**config.mk**
```make
export PLATFORM = sky130hd
export DESIGN_NAME = button_reader
export DESIGN_NICKNAME = d
export VERILOG_FILES = /design/src/rtl/btn_pkg.sv /design/src/rtl/button_reader_debounce_sync.sv /design/src/rtl/button_reader.sv
export SDC_FILE = /design/constraint.sdc
export NUM_CORES = 1
export LEC_CHECK = 0
export ABC_AREA = 1
export BUFFER_PORTS_ARGS = -buffer_cell sky130_fd_sc_hd__buf_2
export CORE_AREA = 2 2 106 108
export CTS_CLUSTER_DIAMETER = 120
export CTS_CLUSTER_SIZE = 8
export DETAILED_ROUTE_END_ITERATION = 12
export DIE_AREA = 0 0 108 110
export PLACE_DENSITY_LB_ADDON = 0.3
export SLEW_MARGIN = 20
export SYNTH_ARGS = -nofsm -noshare
export SYNTH_HDL_FRONTEND = slang
export SYNTH_SLANG_ARGS = --single-unit
```
**constraint.sdc**
```tcl
create_clock -name clk -period 2.6 [get_ports clk]
set_input_delay 0.52 -clock clk [delete_from_list [all_inputs] [get_ports clk]]
set_output_delay 0.52 -clock clk [all_outputs]
set_load 0.03 [all_outputs]
```
**src/rtl/btn_pkg.sv**
```systemverilog
// Shared types for the push-button reader.
// Classification FSM state encodings and mode width.
package btn_pkg;

    localparam int MODE_W = 2;

    // 2'd3 is unreachable and is handled as IDLE.
    typedef enum logic [1:0] {
        ST_IDLE    = 2'd0,
        ST_PRESSED = 2'd1,
        ST_HELD    = 2'd2
    } btn_state_t;

endpackage

```
**src/rtl/button_reader_debounce_sync.sv**
```systemverilog
// Two-flop synchroniser plus debounce counter for a button pin.
// Ports: clk, rst (sync, active-high), btn_in (raw pin),
//   level (debounced, 1 = pressed), press_pulse/release_pulse
//   (registered strobes, first cycle of new level),
//   press_evt/release_evt (level changes on the coming edge).
module debounce_sync #(
    parameter int DEBOUNCE_CYCLES = 480000,
    parameter bit ACTIVE_LOW      = 1'b1
) (
    input  logic clk,
    input  logic rst,
    input  logic btn_in,
    output logic level,
    output logic press_pulse,
    output logic release_pulse,
    output logic press_evt,
    output logic release_evt
);

    localparam int DB_W = $clog2(DEBOUNCE_CYCLES + 1);
    localparam logic [DB_W-1:0] DB_MAX = DB_W'(DEBOUNCE_CYCLES - 1);

    logic [1:0]      sync_q;
    logic [DB_W-1:0] db_cnt;
    logic            pressed_raw;
    logic            change;

    assign pressed_raw = sync_q[1] ^ ACTIVE_LOW;

    // Level flips on the edge where the counter is at its last step.
    assign change      = (pressed_raw != level) && (db_cnt == DB_MAX);
    assign press_evt   = change & pressed_raw;
    assign release_evt = change & ~pressed_raw;

    always_ff @(posedge clk) begin
        if (rst) begin
            // Idle pin value so reset never looks like a press edge.
            sync_q        <= {2{ACTIVE_LOW}};
            db_cnt        <= '0;
            level         <= 1'b0;
            press_pulse   <= 1'b0;
            release_pulse <= 1'b0;
        end else begin
            sync_q        <= {sync_q[0], btn_in};
            press_pulse   <= press_evt;
            release_pulse <= release_evt;
            if (pressed_raw == level) begin
                db_cnt <= '0;
            end else if (db_cnt == DB_MAX) begin
                level  <= pressed_raw;
                db_cnt <= '0;
            end else begin
                db_cnt <= db_cnt + 1'b1;
            end
        end
    end

endmodule

```
**src/rtl/button_reader.sv**
```systemverilog
// Push-button reader: debounced level, press/release strobes,
// short/long press classification and a 2-bit mode index.
// Ports: clk, rst (sync, active-high), btn_in (raw pin),
//   btn_level, press_pulse, release_pulse, short_pulse,
//   long_pulse, mode[1:0] (+1 per short press, 0 on long).
module button_reader
    import btn_pkg::*;
#(
    parameter int CLK_HZ          = 48000000,
    parameter int DEBOUNCE_CYCLES = 480000,
    parameter int LONG_CYCLES     = 48000000,
    parameter bit ACTIVE_LOW      = 1'b1
) (
    input  logic              clk,
    input  logic              rst,
    input  logic              btn_in,
    output logic              btn_level,
    output logic              press_pulse,
    output logic              release_pulse,
    output logic              short_pulse,
    output logic              long_pulse,
    output logic [MODE_W-1:0] mode
);

    localparam int HOLD_W = $clog2(LONG_CYCLES);
    localparam logic [HOLD_W-1:0] HOLD_MAX = HOLD_W'(LONG_CYCLES - 1);

    if (DEBOUNCE_CYCLES < 1 || LONG_CYCLES <= DEBOUNCE_CYCLES
        || CLK_HZ < 1) begin : g_bad_params
        $error("button_reader: illegal parameter set");
    end

    btn_state_t        state;
    logic [HOLD_W-1:0] hold_cnt;
    logic              press_evt;
    logic              release_evt;

    debounce_sync #(
        .DEBOUNCE_CYCLES (DEBOUNCE_CYCLES),
        .ACTIVE_LOW      (ACTIVE_LOW)
    ) u_debounce (
        .clk           (clk),
        .rst           (rst),
        .btn_in        (btn_in),
        .level         (btn_level),
        .press_pulse   (press_pulse),
        .release_pulse (release_pulse),
        .press_evt     (press_evt),
        .release_evt   (release_evt)
    );

    // FSM steps on the same edge as the level change, so short_pulse
    // lines up with release_pulse and long_pulse lands LONG_CYCLES
    // after press_pulse. Release is tested first so it wins a tie.
    always_ff @(posedge clk) begin
        if (rst) begin
            state       <= ST_IDLE;
            hold_cnt    <= '0;
            short_pulse <= 1'b0;
            long_pulse  <= 1'b0;
            mode        <= '0;
        end else begin
            short_pulse <= 1'b0;
            long_pulse  <= 1'b0;
            case (state)
                ST_PRESSED: begin
                    if (release_evt) begin
                        state       <= ST_IDLE;
                        short_pulse <= 1'b1;
                        mode        <= mode + 1'b1;
                    end else if (hold_cnt == HOLD_MAX) begin
                        state      <= ST_HELD;
                        long_pulse <= 1'b1;
                        mode       <= '0;
                    end else begin
                        hold_cnt <= hold_cnt + 1'b1;
                    end
                end
                ST_HELD: begin
                    if (release_evt) begin
                        state <= ST_IDLE;
                    end
                end
                default: begin
                    if (press_evt) begin
                        state    <= ST_PRESSED;
                        hold_cnt <= '0;
                    end
                end
            endcase
        end
    end

endmodule

```
Word level (Yosys, flattened, before mapping)
Index checks and enable logic that the tools add are counted.
{ "totals": {"word_cells": 53, "output_inout_bits": 7, "romBits": 0, "in_bits": 3, "memories": 0, "ff_bits": 56, "mem_bits_rw": 0, "latch_bits": 0} }
{ "classes": {"muxes": 13, "n_reduce_logical": 11, "n_mul": 0, "addsub": 3, "div": 0, "n_lt_le_gt_ge": 0, "n_eq_ne": 10, "bitwise": 6, "n_shift": 0} }
{ "ops": {"columns": ["operator", "n"], "rows": [
  ["26-bit two-way mux", 3],
  ["26-bit one-hot mux with 2 select lines", 1],
  ["26-bit by 1-bit adder with 26-bit output, second input constant", 1],
  ["26-bit equality test, second input constant", 1],
  ["19-bit by 1-bit adder with 19-bit output, second input constant", 1],
  ["19-bit equality test, second input constant", 1],
  ["2-bit two-way mux", 6],
  ["2-bit != test, second input constant", 3],
  ["3-bit OR reduction", 2],
  ["1-bit NOT", 4],
  ["2-bit one-hot mux with 2 select lines", 1],
  ["2-bit AND reduction", 2],
  ["4-bit AND reduction", 1],
  ["2-bit nonzero test", 2],
  ["3-bit != test, second input constant", 1],
  ["3-bit AND reduction", 1],
  ["3-bit nonzero test", 1],
  ["2-bit by 1-bit adder with 2-bit output, second input constant", 1],
  ["1-bit bitwise AND", 2],
  ["2-bit by 1-bit equality test with 1-bit output, second input constant", 1],
  ["2-bit equality test, second input constant", 1],
  ["1-bit two-way mux", 2],
  ["2-bit OR reduction", 1],
  ["1-bit equality test", 1],
  ["2 further kinds", 2]
]} }

Logic depth before layout (Yosys ltp)
{ "depth": {"ltp_word": 6, "mapped_depth": 13, "mapped_depth_nobuf": 13} }

Modules after synthesis
A second synthesis with hierarchy kept.
{ "hier_totals": {"cells_unflattened": 515, "hier_area_um2": 3231.8} }
{ "by_module_without_submodules": {"columns": ["mod", "seq_area_each_um2", "cells_each", "area_each_um2", "instances"], "rows": [
  ["button_reader", 640.6, 349, 2082.0, 1],
  ["debounce_sync", 480.5, 166, 1149.9, 1]
]} }

Worst setup path after synthesis
Ideal clock, no wire load.
{ "synth_timing": {"kind": "reg2reg", "start": "register hold_cnt[0]", "end": "register hold_cnt[11]", "path_slack_ps": 881, "t_arrival_ps": 1651, "setup_ps": 68, "n_path_buf": 1, "required_time_ps": 2532, "path_stages_with_launch": 11, "synth_period_minus_slack_ps": 1719, "cell_sequence": "dfxtp_1 ha_1 inv_2 nor2_2 nand2_1 nor2_1 nand2_2 nand4_4 clkbuf_4 nand2_1 a21oi_2"} }
{ "synth_between": {"elab_chain_cells": 4, "word_cells_on_any_way": 7, "classes_between": "1 x add/sub; 2 x eq/ne; 3 x mux; 1 x reduce/logical"} }
{ "synth_rtl": {"columns": ["element", "line_no", "rtl"], "rows": [
  ["start, declared", "button_reader.sv:34", "logic [HOLD_W-1:0] hold_cnt;"],
  ["start signal, assigned", "button_reader.sv:76", "hold_cnt <= hold_cnt + 1'b1;"],
  ["26-bit by 1-bit adder with 26-bit output", "button_reader.sv:76", null],
  ["26-bit two-way mux", "button_reader.sv:71", "end else if (hold_cnt == HOLD_MAX) begin"],
  ["26-bit two-way mux", "button_reader.sv:67", "if (release_evt) begin"],
  ["26-bit one-hot mux with 2 select lines", "button_reader.sv:65", "case (state)"]
]} }
Several ways; a longest one is shown, not always the timed one. The select of a mux whose other input is x is not followed.
A chain may end at the register's enable or synchronous reset.

Worst setup path after layout
{ "layout_timing": {"start": "register hold_cnt[0]", "end": "register hold_cnt[19]"} }
Same word-level chain as after synthesis.

==> key figures <==
Global route
  • Met1 GRT Util: 0.1584
  • First-pass GRT wire length: 11,790 um
  • Overflow after GRT: 0
  • GR Util met2: 0.2071
  • Vias in the first global route: 2,585
  • M3 GR Usage: 0.02116
  • Largest net degree at the start of global routing: 28
  • GRT busiest layer: met2
  • Initial antenna violation count: 0
  • Total GRT Usage: 0.1222

Setup path
  • Arrival @ worst endpoint: between 2000 and 2500 ps
  • Delay of the slowest critical-path stage: around 430 ps
  • R2r setup slk: 510 ps
  • Critical Path End Type: register
  • Number of cells on the critical path: 9
  • Crit-path leading delay family: simple AND/OR/NAND/NOR gates
  • Reg2reg path depth: 9
  • Top cell by count, worst path: nand2_1
  • Crit Path Max Fanout: 27
  • Slowest cell on crit path: dfxtp_1
  • Critical-path cell list: ha_1 -> inv_2 -> nor2_2 -> nand2_1 -> nor2_1 -> nand2_2 -> nand4_4 -> nand2_1 -> a21oi_1
  • Startpoint types: register
  • Setup CP Type: reg -> reg
  • Launch point of the worst reg-to-reg path: hold_cnt[0]
  • Worst path bufs/invs: 1
  • Worst R2R End: hold_cnt[19]
  • Crit path required time: 2850 ps

Timing
  • Setup TNS: 0 ps
  • Least-Margin Pin Slew: 436.4 ps
  • Max-slew violation count: 0
  • F_max: 0.4783 GHz
  • WHS: 388.5 ps
  • RSZ-0062 raised after global routing: false
  • Final setup vio count: 0
  • Worst clock skew: 15.76 ps
  • Final WS setup: 509.2 ps
  • Final Hold Viols: 0
  • Tcrit/Tclk final: 0.8041
  • Normalized max-slew margin: 0.7085
  • Minimum clock period: 2091 ps

Clocking
  • Root Driver: clkbuf_8
  • Post-CTS Setup Inserts: 0
  • TritonCTS Sinks: 56
  • Clk pin slew, worst setup/hold paths: 100 ps
  • CTS tree: yes
  • TritonCTS buffer count: 5
  • Clock Latency Late Sink: 310 ps
  • H-tree levels: 2
  • Hold buffers post-CTS: 0
  • Max Buffers Root-to-Sink: 2
  • Post-cts sizing count: 0

Synth
  • Synth Warn #: 0
  • Post-Synthesis Cells: 481
  • Area leader, netlist: dfxtp_1
  • Synth top area share: 0.3563
  • Synth top area cells: dfxtp_1 36%, nand2_1 17%, nor2_1 11%
  • Mapped Nets: 488
  • Post-Syn Area per Cell: 6.542 um2
  • Seq/Total Area, Yosys: 0.3563
  • Cell variety after synth: 31
  • Synth Cell Area: 3147 um2
  • Yosys reg bits: 56

Min path
  • Worst Hold End: u_debounce.sync_q[0]
  • Min-delay src: btn_in
  • Worst Hold Depth: 2
  • Worst hold path class: in -> reg

Routing
  • Via density per instance: 4.497
  • 1st-pass router iterations: 4
  • Drt wl/cell: 10.73 um
  • Vias post-DR: 2,833
  • Total Wirelength: 6762 um
  • DRC errors left: 0
  • Antenna-violating nets left: 0
  • DRT iter0 DRCs: 185

Layout
  • Fin nets: around 500
  • Non-Filler Instances: 630
  • Fin area: 3410 um2
  • Area Overhead vs Synth: 8.350%
  • Fillers: approximately 1.2k
  • Share of layout cells above drive strength 1: 0.08980
  • Finished Core Util: 0.3187
  • # diodes: 0

Power and ir drop
  • Static Leak: 1.158 nW
  • Comb power frac: 0.017
  • Part of the power in registers: 0.628
  • Sw power: between 0.3 and 0.4 mW
  • Sw Share: 0.2278
  • Worst VDD drop: 0.2082 mV
  • Pwr per Cell Area: ~400 nW/um2
  • Clock network power share: 0.356
  • Power Total: 1.370 mW
  • Int Pwr: 1.058 mW

Floorplan
  • Die H: about 110 um
  • I/O pin cnt: 10
  • Die ar.: 11,880 um2
  • Die width: 108 um
  • Row cnt: 38
  • Initial Utilization: 0.2942
  • Placeable Area: around 11,000 um2

Run status
  • Status: complete, no violations

Place
  • GPL Wtd Cong: roughly 0.88
  • Place WS: about 540 ps
  • Buffers on Ports: 9
  • Post-Place Cells: 622
  • Placed inst area: 3321 um2
  • Post-DP HPWL: 5006 um

Flow run
  • Max-cap viol count: 0
==> synthesized netlist by cell type <==
cell type,n
nand4_4,1
o21ai_0,7
nand3_1,29
inv_2,5
a21oi_1,35
clkbuf_4,1
nor3_1,5
a21oi_2,3
nor3b_1,2
nand4_1,3
xor2_1,14
o21a_1,2
buf_2,1
nor3_4,1
nand2_4,2
nand2_1,142
nand2_2,2
dfxtp_1,56
nand3_2,3
nor2_4,2
buf_4,1
ha_1,4
nor2_2,2
xnor2_1,10
clkbuf_1,5
inv_1,45
buf_6,2
or2_2,4
nor2_1,90
a211oi_1,1
nor2_8,1
==> flip-flops by register name (all words and copies together) (netlist names) <==
| register | flops |
|---|---|
| u_debounce.sync_q | 2 |
| long_pulse | 1 |
| u_debounce.level | 1 |
| hold_cnt | 26 |
| u_debounce.db_cnt | 19 |
| mode | 2 |
| state | 2 |
| short_pulse | 1 |
| u_debounce.press_pulse | 1 |
| u_debounce.release_pulse | 1 |
==> how the worst max path moves through the flow <==
stage,start,endpoint,slack [ps]
floorplan,hold_cnt[0],hold_cnt[11],880
global placement,hold_cnt[0],hold_cnt[21],560
detailed placement,hold_cnt[0],hold_cnt[21],540
CTS,hold_cnt[0],hold_cnt[21],500
global route,hold_cnt[0],hold_cnt[19],300
finish,hold_cnt[0],hold_cnt[19],510
==> power groups by stage <==
stage | Combinational (mW) | Sequential (mW) | Clock, mW
6_report | 0.0228 | 0.860 | 0.487
5_1_grt | 0.0259 | 0.861 | 0.547
4_1_cts | 0.0233 | 0.860 | 0.514
3_5_place_dp | 0.0231 | 0.880 | 0
3_3_place_gp | 0.0233 | 0.880 | 0
2_1_floorplan | 0.0157 | 0.879 | 0
==> routing by layer <==
metal / routed length, um / up-vias
li1: - / 1511
met1: 3412 / 1285
met2: 3104 / 31
met3: 150 / 6
met4: 96 / 0
met5: 0 / -
==> cells by family after synthesis <==
kind of cell / count (synthesis) / share of synthesized area
AND/OR/NAND/NOR: 289 / 0.3996
buffers and inverters: 60 / 0.07913
AO/OA/AOI/OAI: 48 / 0.08231
flip-flops: 56 / 0.3563
adder cells (fa/ha/maj): 4 / 0.01591
XOR/XNOR: 24 / 0.06680
==> placed cells by master (no fill, tap or decap), types with 4 or more instances in the layout <==
master,Yosys,layout
o21ai_0,7,7
xor2_1,14,14
clkbuf_8,0,5
or2_2,4,4
inv_1,45,45
nand2_1,142,142
xnor2_1,10,10
inv_2,5,5
buf_2,1,9
dfxtp_1,56,56
a21oi_1,35,35
nor3_1,5,5
nor2_1,90,90
nand3_1,29,29
ha_1,4,4
==> worst reg2reg max path, delay by kind of cell (launching register included) <==
family          cells  cell delay, ps
fa+ha+maj           1             340
compound gates      1             150
simple gates        6            1070
buf+inv             1              60
flops               1             430
==> layout make-up <==
class                   count  area (um2)  area share
flip-flops and latches     56        1121      0.3288
multi-input cells         365        1777      0.5211
well taps                 140       175.2     0.05138
clock buffers               6       72.57     0.02128
inverters                  50       187.7     0.05505
clock inverters             2       16.27    0.004771
repair buffers             11       60.06     0.01761
Power figures use the tool's default switching activity.
